File: config.mk
export PLATFORM = sky130hd
export DESIGN_NAME = press_count_decoder
export DESIGN_NICKNAME = d
export VERILOG_FILES = /design/src/rtl/press_count_decoder.sv
export SDC_FILE = /design/constraint.sdc
export NUM_CORES = 1
export LEC_CHECK = 0
export CAP_MARGIN = 30
export CORE_AREA = 2 2 59 61
export CTS_CLUSTER_SIZE = 10
export DETAILED_ROUTE_END_ITERATION = 12
export DIE_AREA = 0 0 61 63
export PLACE_DENSITY = 0.7
export SLEW_MARGIN = 30
export SYNTH_ARGS = -nofsm -noshare
export SYNTH_HDL_FRONTEND = slang
export SYNTH_SLANG_ARGS = --single-unit
File: constraint.sdc
create_clock -name clk -period 2.8 [get_ports clk]
set_input_delay 0.28 -clock clk [delete_from_list [all_inputs] [get_ports clk]]
set_output_delay 0.28 -clock clk [all_outputs]
set_load 0.005 [all_outputs]
File: src/rtl/press_count_decoder.sv
// Button press-burst decoder: counts debounced presses in a burst and reports the
// total once the button has been idle for a gap; long holds become a separate event.
module press_count_decoder #(
  parameter int LONG_TICKS = 4,
  parameter int GAP_TICKS  = 3,
  parameter int TICK_WIDTH = 8
) (
  input  logic       clk,
  input  logic       rst,
  input  logic       tick,
  input  logic       press,
  output logic [3:0] value,
  output logic       valid,
  output logic       long_press,
  output logic       busy
);

  typedef enum logic [1:0] {
    IDLE     = 2'd0,
    PRESSED  = 2'd1,
    RELEASED = 2'd2,
    HOLD     = 2'd3
  } state_t;

  localparam logic [TICK_WIDTH-1:0] TCNT_ZERO = {TICK_WIDTH{1'b0}};
  localparam logic [TICK_WIDTH-1:0] TCNT_ONE  = TICK_WIDTH'(1);
  localparam logic [TICK_WIDTH-1:0] HOLD_LAST = TICK_WIDTH'(LONG_TICKS - 1);
  localparam logic [TICK_WIDTH-1:0] GAP_LAST  = TICK_WIDTH'(GAP_TICKS - 1);

  state_t                state_r, state_s;
  logic                  press_q_r;
  logic                  rise_s, fall_s;
  logic [3:0]            count_r, count_s;
  logic [TICK_WIDTH-1:0] hold_r, hold_s;
  logic [TICK_WIDTH-1:0] gap_r, gap_s;
  logic [3:0]            value_r, value_s;
  logic                  valid_r, valid_s;
  logic                  long_press_r, long_press_s;
  logic                  busy_r, busy_s;

  // Count never wraps: a burst longer than 15 presses reports 15.
  function automatic logic [3:0] sat_inc(input logic [3:0] c);
    logic [3:0] r;
    if (c == 4'd15) begin
      r = 4'd15;
    end else begin
      r = c + 4'd1;
    end
    return r;
  endfunction

  assign rise_s = press & ~press_q_r;
  assign fall_s = ~press & press_q_r;

  // State, counters, edge-detect history and registered outputs.
  always_ff @(posedge clk) begin
    if (rst) begin
      state_r      <= IDLE;
      press_q_r    <= 1'b0;
      count_r      <= 4'd0;
      hold_r       <= TCNT_ZERO;
      gap_r        <= TCNT_ZERO;
      value_r      <= 4'd0;
      valid_r      <= 1'b0;
      long_press_r <= 1'b0;
      busy_r       <= 1'b0;
    end else begin
      state_r      <= state_s;
      press_q_r    <= press;
      count_r      <= count_s;
      hold_r       <= hold_s;
      gap_r        <= gap_s;
      value_r      <= value_s;
      valid_r      <= valid_s;
      long_press_r <= long_press_s;
      busy_r       <= busy_s;
    end
  end

  // Next-state and next-output decode; edges take priority over ticks.
  always_comb begin
    state_s      = state_r;
    count_s      = count_r;
    hold_s       = hold_r;
    gap_s        = gap_r;
    value_s      = value_r;
    valid_s      = 1'b0;
    long_press_s = 1'b0;

    case (state_r)
      IDLE: begin
        count_s = 4'd0;
        hold_s  = TCNT_ZERO;
        gap_s   = TCNT_ZERO;
        if (rise_s) begin
          state_s = PRESSED;
          count_s = 4'd1;
        end else begin
          state_s = IDLE;
        end
      end

      PRESSED: begin
        if (fall_s) begin
          state_s = RELEASED;
          gap_s   = TCNT_ZERO;
          hold_s  = TCNT_ZERO;
        end else if (tick) begin
          if (hold_r == HOLD_LAST) begin
            state_s      = HOLD;
            long_press_s = 1'b1;
            count_s      = 4'd0;
            hold_s       = TCNT_ZERO;
            gap_s        = TCNT_ZERO;
          end else begin
            hold_s = hold_r + TCNT_ONE;
          end
        end else begin
          state_s = PRESSED;
        end
      end

      HOLD: begin
        if (fall_s) begin
          state_s = IDLE;
          hold_s  = TCNT_ZERO;
          gap_s   = TCNT_ZERO;
        end else begin
          state_s = HOLD;
        end
      end

      RELEASED: begin
        if (rise_s) begin
          state_s = PRESSED;
          hold_s  = TCNT_ZERO;
          gap_s   = TCNT_ZERO;
          count_s = sat_inc(count_r);
        end else if (tick) begin
          if (gap_r == GAP_LAST) begin
            state_s = IDLE;
            value_s = count_r;
            valid_s = 1'b1;
            count_s = 4'd0;
            hold_s  = TCNT_ZERO;
            gap_s   = TCNT_ZERO;
          end else begin
            gap_s = gap_r + TCNT_ONE;
          end
        end else begin
          state_s = RELEASED;
        end
      end

      default: begin
        state_s = IDLE;
        count_s = 4'd0;
        hold_s  = TCNT_ZERO;
        gap_s   = TCNT_ZERO;
      end
    endcase

    busy_s = (state_s != IDLE);
  end

  assign value      = value_r;
  assign valid      = valid_r;
  assign long_press = long_press_r;
  assign busy       = busy_r;

endmodule

==> results of run 1 <==
[state kept, by name, indices dropped and copies added (netlist names)]
signal      cells
gap_r           8
long_press      1
state_r         2
valid           1
value           4
press_q_r       1
count_r         4
busy            1
hold_r          8
[final timing paths]
kind / start / to / slack [ps] / cells after the start
min: value[2] / value[2] / 510 / 2
max reg2reg: state_r[0] / count_r[2] / 460 / 7
max: state_r[0] / count_r[2] / 460 / 7
min reg2reg: value[2] / value[2] / 510 / 2
[cell type report]
class | count | area, µm² | area share, %
clock buffer | 5 | 37.5 | 2.00
clock inverter | 3 | 40.0 | 2.13
multi-input combinational | 135 | 993 | 52.9
inverter | 11 | 41.3 | 2.20
sequential | 30 | 601 | 32.0
tap | 46 | 57.6 | 3.06
timing repair buffer | 11 | 108 | 5.73
[per-layer routing]
metal	share of wire (%)	up-vias
li1	-	686
met1	49	647
met2	45	25
met3	4.2	5
met4	1.7	0
met5	0	-
[per-stage QoR]
step	hold slack (ps)	instance area (µm²)	util [%]	setup WS, ps
floorplan	353	1670	-	714
global placement	484	1800	55.7	519
detailed placement	490	1800	55.7	457
CTS	511	1880	58.1	494
global route	548	1880	58.1	258
finish	515	1880	58.1	459
[critical path: stages (launching register included)]
cell and delay [ps]:
sky130_fd_sc_hd__dfxtp_1 400, sky130_fd_sc_hd__inv_1 80, sky130_fd_sc_hd__ha_1 320, sky130_fd_sc_hd__nor2b_4 200, sky130_fd_sc_hd__a221o_2 480, sky130_fd_sc_hd__a211oi_4 350
sky130_fd_sc_hd__a21oi_1 140, sky130_fd_sc_hd__a211oi_1 260
[placed cells by master (no fill, tap or decap), drive strengths merged, types with 2 or more instances in the layout]
| master | count |
|---|---|
| dfxtp | 30 |
| nor2 | 21 |
| inv | 11 |
| a21oi | 10 |
| clkdlybuf4s50 | 10 |
| nand2 | 9 |
| a211oi | 9 |
| xnor2 | 8 |
| ha | 8 |
| mux2i | 7 |
| nand3 | 7 |
| nor3 | 5 |
| clkbuf | 5 |
| nand4 | 4 |
| nor2b | 4 |
| o21ai | 4 |
| nand2b | 3 |
| o211ai | 3 |
| o31ai | 3 |
| or4 | 3 |
| and3 | 3 |
| nor4b | 2 |
| a2111oi | 2 |
| o22ai | 2 |
| xor2 | 2 |
| clkinv | 2 |
| and2 | 2 |
[power groups by stage]
stage               logic [mW]  clock network [mW]  registers (mW)
CTS                      0.102               0.353           0.443
global placement        0.0987                   0           0.453
floorplan               0.0820                   0           0.451
detailed placement       0.101                   0           0.453
global route             0.115               0.369           0.445
finish                   0.103               0.342           0.444
[logic make-up after synthesis]
logic type	Yosys count	synth area share, %
muxes	7	4.19
AOI/OAI and AO/OA	44	22.3
adders and majority gates	9	6.58
and+or+nand+nor	65	21.1
DFF	30	35.9
xor gates and xnor gates	10	5.23
buffers and inverters	16	4.78
==> flow_results.xml, run 1 <==
<?xml version="1.0" encoding="UTF-8"?>
<metrics>
  <group name="run_status">
    <metric name="outcome" unit="">finished, final reports clean</metric>
  </group>
  <group name="synth">
    <metric name="netlist_top_cells_count" unit="">30 x sky130_fd_sc_hd__dfxtp_1, 21 x sky130_fd_sc_hd__nor2_1, 10 x sky130_fd_sc_hd__a21oi_1, 10 x sky130_fd_sc_hd__inv_1, 9 x sky130_fd_sc_hd__nand2_1</metric>
    <metric name="yosys.cell_count.top_type" unit="">sky130_fd_sc_hd__dfxtp_1</metric>
    <metric name="avgSynthCellArea" unit="µm²">9.25</metric>
    <metric name="ys_ff_latch" unit="">30</metric>
    <metric name="top_post_synthesis_cells_by_area" unit="">sky130_fd_sc_hd__dfxtp_1 36%, sky130_fd_sc_hd__ha_1 6.0%, sky130_fd_sc_hd__nor2_1 4.7%</metric>
    <metric name="synth-edff-count" unit="">0</metric>
    <metric name="mappedNetlistArea" unit="µm²">1670</metric>
    <metric name="synthesis.yosys.warnings" unit="">0</metric>
    <metric name="synthCells" unit="">181</metric>
    <metric name="yosysTopAreaCell" unit="">sky130_fd_sc_hd__dfxtp_1</metric>
    <metric name="synth-async-reset-ratio" unit="%">0</metric>
    <metric name="ys_types" unit="">49</metric>
    <metric name="synth.net_count" unit="">193</metric>
    <metric name="synth_top_area_share" unit="%">35.9</metric>
    <metric name="ys_seq_area_share" unit="%">35.9</metric>
    <metric name="dominantRegCellSynth" unit="">sky130_fd_sc_hd__dfxtp_1</metric>
  </group>
  <group name="clocking">
    <metric name="cts_inserted_buffers" unit="">5</metric>
    <metric name="clk_root_buffer_cell" unit="">sky130_fd_sc_hd__clkbuf_4</metric>
    <metric name="clkSlewWorstSetupHoldPaths" unit="ps">100</metric>
    <metric name="post-cts-setup-buffer-count" unit="">0</metric>
    <metric name="hold_buffers" unit="">0</metric>
    <metric name="cts_resized" unit="">0</metric>
    <metric name="clk-insertion-delay-late" unit="ps">330</metric>
    <metric name="clock-sinks" unit="">30</metric>
    <metric name="tritoncts" unit="">done</metric>
    <metric name="ctsHtreeMaxLevel" unit="">2</metric>
    <metric name="cts_max_path_buffers" unit="">2</metric>
  </group>
  <group name="grt">
    <metric name="grt_pass1_wl" unit="mm">6.08</metric>
    <metric name="maximum_number_of_pins_on_one_net_before_global_route_repair" unit="">17</metric>
    <metric name="global_route.usage.met3" unit="%">5.18</metric>
    <metric name="track_usage" unit="%">20.6</metric>
    <metric name="gr-usage-met2" unit="%">30.5</metric>
    <metric name="grt_most_used_layer" unit="">met2</metric>
    <metric name="antenna_found_initial" unit="">0</metric>
    <metric name="grt.overflow.total" unit="">0</metric>
    <metric name="grt_pass1_vias" unit="">1332</metric>
    <metric name="grt_met1_use" unit="%">28.7</metric>
  </group>
  <group name="layout">
    <metric name="ant_diodes" unit="">0</metric>
    <metric name="layout-area-overhead-vs-synth" unit="%">12.2</metric>
    <metric name="nFillCells" unit="">320</metric>
    <metric name="fraction_of_layout_cells_with_a_size_suffix_above_1" unit="%">12.3</metric>
    <metric name="non_filler_instances" unit="">241</metric>
    <metric name="nNetsFinal" unit="">206</metric>
  </group>
  <group name="run">
    <metric name="cap_violations" unit="">0</metric>
  </group>
  <group name="floorplanning">
    <metric name="dieArea" unit="µm²">3840</metric>
    <metric name="std_cell_rows" unit="">21</metric>
    <metric name="die_w" unit="µm">61</metric>
    <metric name="core_area" unit="µm²">3230</metric>
    <metric name="die_height" unit="µm">63</metric>
    <metric name="top_level_ports" unit="">11</metric>
    <metric name="initial_core_util" unit="%">51.8</metric>
  </group>
  <group name="timing">
    <metric name="total_negative_slack_for_setup_checks" unit="ps">0</metric>
    <metric name="max_slew_headroom" unit="%">57.4</metric>
    <metric name="worstMarginPinSlew" unit="ps">635</metric>
    <metric name="timing.final.setup_violations" unit="">0</metric>
    <metric name="period_needed" unit="ps">2340</metric>
    <metric name="worst_clock_skew" unit="ps">6.04</metric>
    <metric name="max_freq" unit="MHz">427</metric>
    <metric name="timing_max_transition_violations_final" unit="">0</metric>
    <metric name="rsz0062_at_grt" unit="">no</metric>
    <metric name="final_hold_viol_count" unit="">0</metric>
    <metric name="final_min_period_over_clock_period" unit="%">83.6</metric>
  </group>
  <group name="power_and_ir_drop">
    <metric name="max-vdd-ir-drop" unit="mV">0.295</metric>
    <metric name="netSwitchingPower" unit="mW">0.227</metric>
    <metric name="share_comb_of_total_power" unit="%">11.6</metric>
    <metric name="design_power_total" unit="mW">0.888</metric>
    <metric name="switching_share" unit="%">25.6</metric>
    <metric name="power.internal" unit="mW">0.661</metric>
    <metric name="leakage_power_total" unit="nW">0.645</metric>
    <metric name="reg_power_share" unit="%">49.9</metric>
    <metric name="clkPwrFrac" unit="%">38.5</metric>
    <metric name="power_density" unit="nW/µm²">473</metric>
  </group>
  <group name="routing">
    <metric name="vias_per_cell" unit="">5.66</metric>
    <metric name="routed-via-count" unit="">1363</metric>
    <metric name="detailedRoute.firstPassIterationCount" unit="">4</metric>
    <metric name="drt-total-wl" unit="mm">3.41</metric>
    <metric name="route.detailed.drc" unit="">0</metric>
    <metric name="drt-wirelength-per-cell" unit="µm">14.2</metric>
    <metric name="final_antenna_net_count" unit="">0</metric>
    <metric name="detailedRoute.firstIterationViolations" unit="">66</metric>
  </group>
  <group name="placed_design">
    <metric name="place_inst" unit="">233</metric>
    <metric name="place_congestion" unit="">0.831</metric>
    <metric name="port-buffer-count" unit="">10</metric>
    <metric name="place.detailed.hpwl" unit="mm">2.41</metric>
  </group>
  <group name="critical_path">
    <metric name="worstSetupStartpointType" unit="">register</metric>
    <metric name="crit_path_max_fanout" unit="">9</metric>
    <metric name="worst-endpoint-arrival" unit="ps">2570</metric>
    <metric name="setup.worst_path.class" unit="">register to register</metric>
    <metric name="critPathRequiredTime" unit="ps">3030</metric>
    <metric name="end_kind" unit="">register</metric>
  </group>
  <group name="worst_hold_path">
    <metric name="hp-class" unit="">register to register</metric>
  </group>
</metrics>
(Power assumes the default switching activity.)
==> run 2, diff against run 1 <==
==> constraint.sdc (replaced) <==
create_clock -name clk -period 2.4 [get_ports clk]
set_input_delay 0.24 -clock clk [delete_from_list [all_inputs] [get_ports clk]]
set_output_delay 0.24 -clock clk [all_outputs]
set_load 0.005 [all_outputs]
==> run 2 against run 1 <==
Net effect: count of clock-buffer cells in the layout grew 1; worst hold slack lost 11 ps; cell count rose by 0.83%; die area is the same; register-to-register slack got worse by 270 ps; fmax rose by 5.8%; sequential power is 16% higher; setup slack got worse by 270 ps; clock power shrank 7.0%; largest power group unchanged; core utilization increased by 0.35 points; clock skew up 3.4 ps.
==> flow_results.xml, run 2 (same netlist as run 1, synthesis figures left out) <==
<?xml version="1.0" encoding="UTF-8"?>
<metrics>
  <group name="layout">
    <metric name="mostFrequentLayoutCells" unit="">30 x sky130_fd_sc_hd__dfxtp_1, 21 x sky130_fd_sc_hd__nor2_1, 10 x sky130_fd_sc_hd__inv_1, 10 x sky130_fd_sc_hd__a21oi_1, 10 x sky130_fd_sc_hd__clkdlybuf4s50_1</metric>
    <metric name="layout.cells.most_common" unit="">sky130_fd_sc_hd__dfxtp_1</metric>
    <metric name="non_filler_instances" unit="">243</metric>
    <metric name="nFillCells" unit="">307</metric>
    <metric name="largest_registers" unit="">gap_r (8), hold_r (8)</metric>
    <metric name="finalInstanceArea" unit="µm²">1890</metric>
    <metric name="layout-area-overhead-vs-synth" unit="%">12.9</metric>
    <metric name="ant_diodes" unit="">0</metric>
    <metric name="nNetsFinal" unit="">208</metric>
    <metric name="fraction_of_layout_cells_with_a_size_suffix_above_1" unit="%">13.7</metric>
    <metric name="final_core_utilization" unit="%">58.5</metric>
  </group>
  <group name="routing">
    <metric name="route.layer.met1.wl" unit="mm">1.64</metric>
    <metric name="final_antenna_net_count" unit="">0</metric>
    <metric name="detailedRoute.firstPassIterationCount" unit="">4</metric>
    <metric name="met2_length" unit="mm">1.60</metric>
    <metric name="drt-wirelength-per-cell" unit="µm">13.9</metric>
    <metric name="drt-total-wl" unit="mm">3.38</metric>
    <metric name="dr_wl_met3" unit="µm">113</metric>
    <metric name="detailedRoute.firstIterationViolations" unit="">81</metric>
    <metric name="route.detailed.drc" unit="">0</metric>
    <metric name="routed-via-count" unit="">1360</metric>
    <metric name="routed.top_layer" unit="">met4</metric>
    <metric name="vias_per_cell" unit="">5.60</metric>
  </group>
  <group name="worst_hold_path">
    <metric name="hold-path-endpoint" unit="">value[2]</metric>
    <metric name="hp-class" unit="">register to register</metric>
    <metric name="min_delay_path_depth" unit="">2</metric>
    <metric name="hold_path_startpoint" unit="">value[2]</metric>
  </group>
  <group name="timing">
    <metric name="rsz0062_at_grt" unit="">no</metric>
    <metric name="total_negative_slack_for_setup_checks" unit="ps">0</metric>
    <metric name="period_needed" unit="ps">2210</metric>
    <metric name="final.setup.worst_slack" unit="ps">188</metric>
    <metric name="timing.hold.ws" unit="ps">504</metric>
    <metric name="final_hold_viol_count" unit="">0</metric>
    <metric name="timing_max_transition_violations_final" unit="">0</metric>
    <metric name="timing.final.setup_violations" unit="">0</metric>
    <metric name="max_slew_headroom" unit="%">56.8</metric>
    <metric name="worstMarginPinSlew" unit="ps">643</metric>
    <metric name="worst_clock_skew" unit="ps">9.41</metric>
    <metric name="max_freq" unit="MHz">452</metric>
    <metric name="final_min_period_over_clock_period" unit="%">92.2</metric>
  </group>
  <group name="power_and_ir_drop">
    <metric name="max-vdd-ir-drop" unit="mV">0.349</metric>
    <metric name="power_density" unit="nW/µm²">509</metric>
    <metric name="design_power_total" unit="mW">0.962</metric>
    <metric name="leakage_power_total" unit="nW">0.643</metric>
  </group>
  <group name="floorplanning">
    <metric name="die_w" unit="µm">61</metric>
    <metric name="initial_core_util" unit="%">51.8</metric>
    <metric name="core_area" unit="µm²">3230</metric>
    <metric name="top_level_ports" unit="">11</metric>
    <metric name="std_cell_rows" unit="">21</metric>
    <metric name="die_height" unit="µm">63</metric>
    <metric name="dieArea" unit="µm²">3840</metric>
  </group>
  <group name="critical_path">
    <metric name="r2r_setup_slack" unit="ps">190</metric>
    <metric name="end_kind" unit="">register</metric>
    <metric name="critical_path.cell_chain" unit="">inv_1, ha_1, a221o_2, a211oi_4, a41oi_1, a211oi_1</metric>
    <metric name="setup.worst_path.class" unit="">register to register</metric>
    <metric name="worst_r2r_src" unit="">state_r[1]</metric>
    <metric name="rr_worst_depth" unit="">6</metric>
    <metric name="critical-path-max-stage-delay" unit="ps">550</metric>
    <metric name="worst-endpoint-arrival" unit="ps">2460</metric>
    <metric name="r2r_end" unit="">count_r[3]</metric>
    <metric name="critPathRequiredTime" unit="ps">2640</metric>
    <metric name="worstSetupStartpointType" unit="">register</metric>
    <metric name="critical_path_s_slowest_cell" unit="">sky130_fd_sc_hd__a221o_2</metric>
    <metric name="crit_path_max_fanout" unit="">9</metric>
  </group>
  <group name="clocking">
    <metric name="clk_root_buffer_cell" unit="">sky130_fd_sc_hd__clkbuf_4</metric>
    <metric name="tritoncts" unit="">done</metric>
    <metric name="cts_inserted_buffers" unit="">5</metric>
    <metric name="cts_max_path_buffers" unit="">2</metric>
    <metric name="clock-sinks" unit="">30</metric>
    <metric name="clkSlewWorstSetupHoldPaths" unit="ps">100</metric>
    <metric name="post-cts-setup-buffer-count" unit="">0</metric>
    <metric name="ctsHtreeMaxLevel" unit="">2</metric>
    <metric name="clk-insertion-delay-late" unit="ps">320</metric>
  </group>
  <group name="grt">
    <metric name="grt_pass1_wl" unit="mm">5.69</metric>
    <metric name="antenna_found_initial" unit="">0</metric>
    <metric name="maximum_number_of_pins_on_one_net_before_global_route_repair" unit="">17</metric>
    <metric name="grt_pass1_vias" unit="">1259</metric>
    <metric name="track_usage" unit="%">19.3</metric>
    <metric name="grt.overflow.total" unit="">0</metric>
  </group>
  <group name="placed_design">
    <metric name="port-buffer-count" unit="">10</metric>
    <metric name="place_ws" unit="ps">109</metric>
    <metric name="place_congestion" unit="">0.779</metric>
    <metric name="dpl-instance-area" unit="µm²">1820</metric>
    <metric name="place_inst" unit="">235</metric>
    <metric name="place.detailed.hpwl" unit="mm">2.44</metric>
  </group>
  <group name="run">
    <metric name="cap_violations" unit="">0</metric>
  </group>
  <group name="run_status">
    <metric name="outcome" unit="">finished, final reports clean</metric>
  </group>
</metrics>
run 2: cell count changes in the layout (fill, tap and decap cells not counted):
cell / previous run / this run
sky130_fd_sc_hd__buf_4: 1 / 3
sky130_fd_sc_hd__bufinv_16: 1 / 0
sky130_fd_sc_hd__clkbuf_8: 0 / 1
sky130_fd_sc_hd__clkinv_2: 2 / 1
sky130_fd_sc_hd__clkinvlp_4: 0 / 1
sky130_fd_sc_hd__ha_1: 8 / 7
sky130_fd_sc_hd__ha_2: 0 / 1
sky130_fd_sc_hd__o21ai_2: 1 / 0
sky130_fd_sc_hd__o21ai_4: 0 / 1
run 2: how the worst max path moves through the flow:
stage	startpoint	to	slack [ps]	depth (start not counted)
finish	state_r[1]	count_r[3]	190	6
global route	hold_r[0]	gap_r[5]	80	6
CTS	state_r[0]	gap_r[5]	110	7
detailed placement	tick	gap_r[5]	110	6
global placement	tick	count_r[3]	200	6
floorplan	state_r[0]	gap_r[6]	310	9
run 2: timing repair:
| action | in CTS | in global routing |
|---|---|---|
| hold buffers | 0 | 0 |
| endpoints found under the setup margin | 0 | 4 |
| resized for setup | 0 | 2 |
run 2: layout make-up:
class	count	area [µm²]	share of cell area [%]
Clock inverter	2	12.5	0.662
Clock buffer	6	51.3	2.72
Inverter	11	41.3	2.19
Tap cell	46	57.6	3.05
Timing Repair Buffer	13	123	6.49
Sequential cell	30	601	31.8
Multi-Input combinational cell	135	1000	53.1
run 2: power by group:
group	switching, mW	internal (mW)
Clock	0.177	0.141
Combinational	0.0736	0.0527
Sequential	0.00975	0.507
Total	0.261	0.701
run 2: per-layer routing:
layer	up-vias	global-route usage, %
met5	-	0
li1	690	-
met4	0	4.89
met3	2	5.38
met2	29	29.2
met1	639	26.7
run 2: critical path: cells and delay by family (launching register included):
kind	cells	cell delay [ps]
buf+inv	1	90
flops	1	420
compound gates	4	1280
fa+ha+maj	1	340
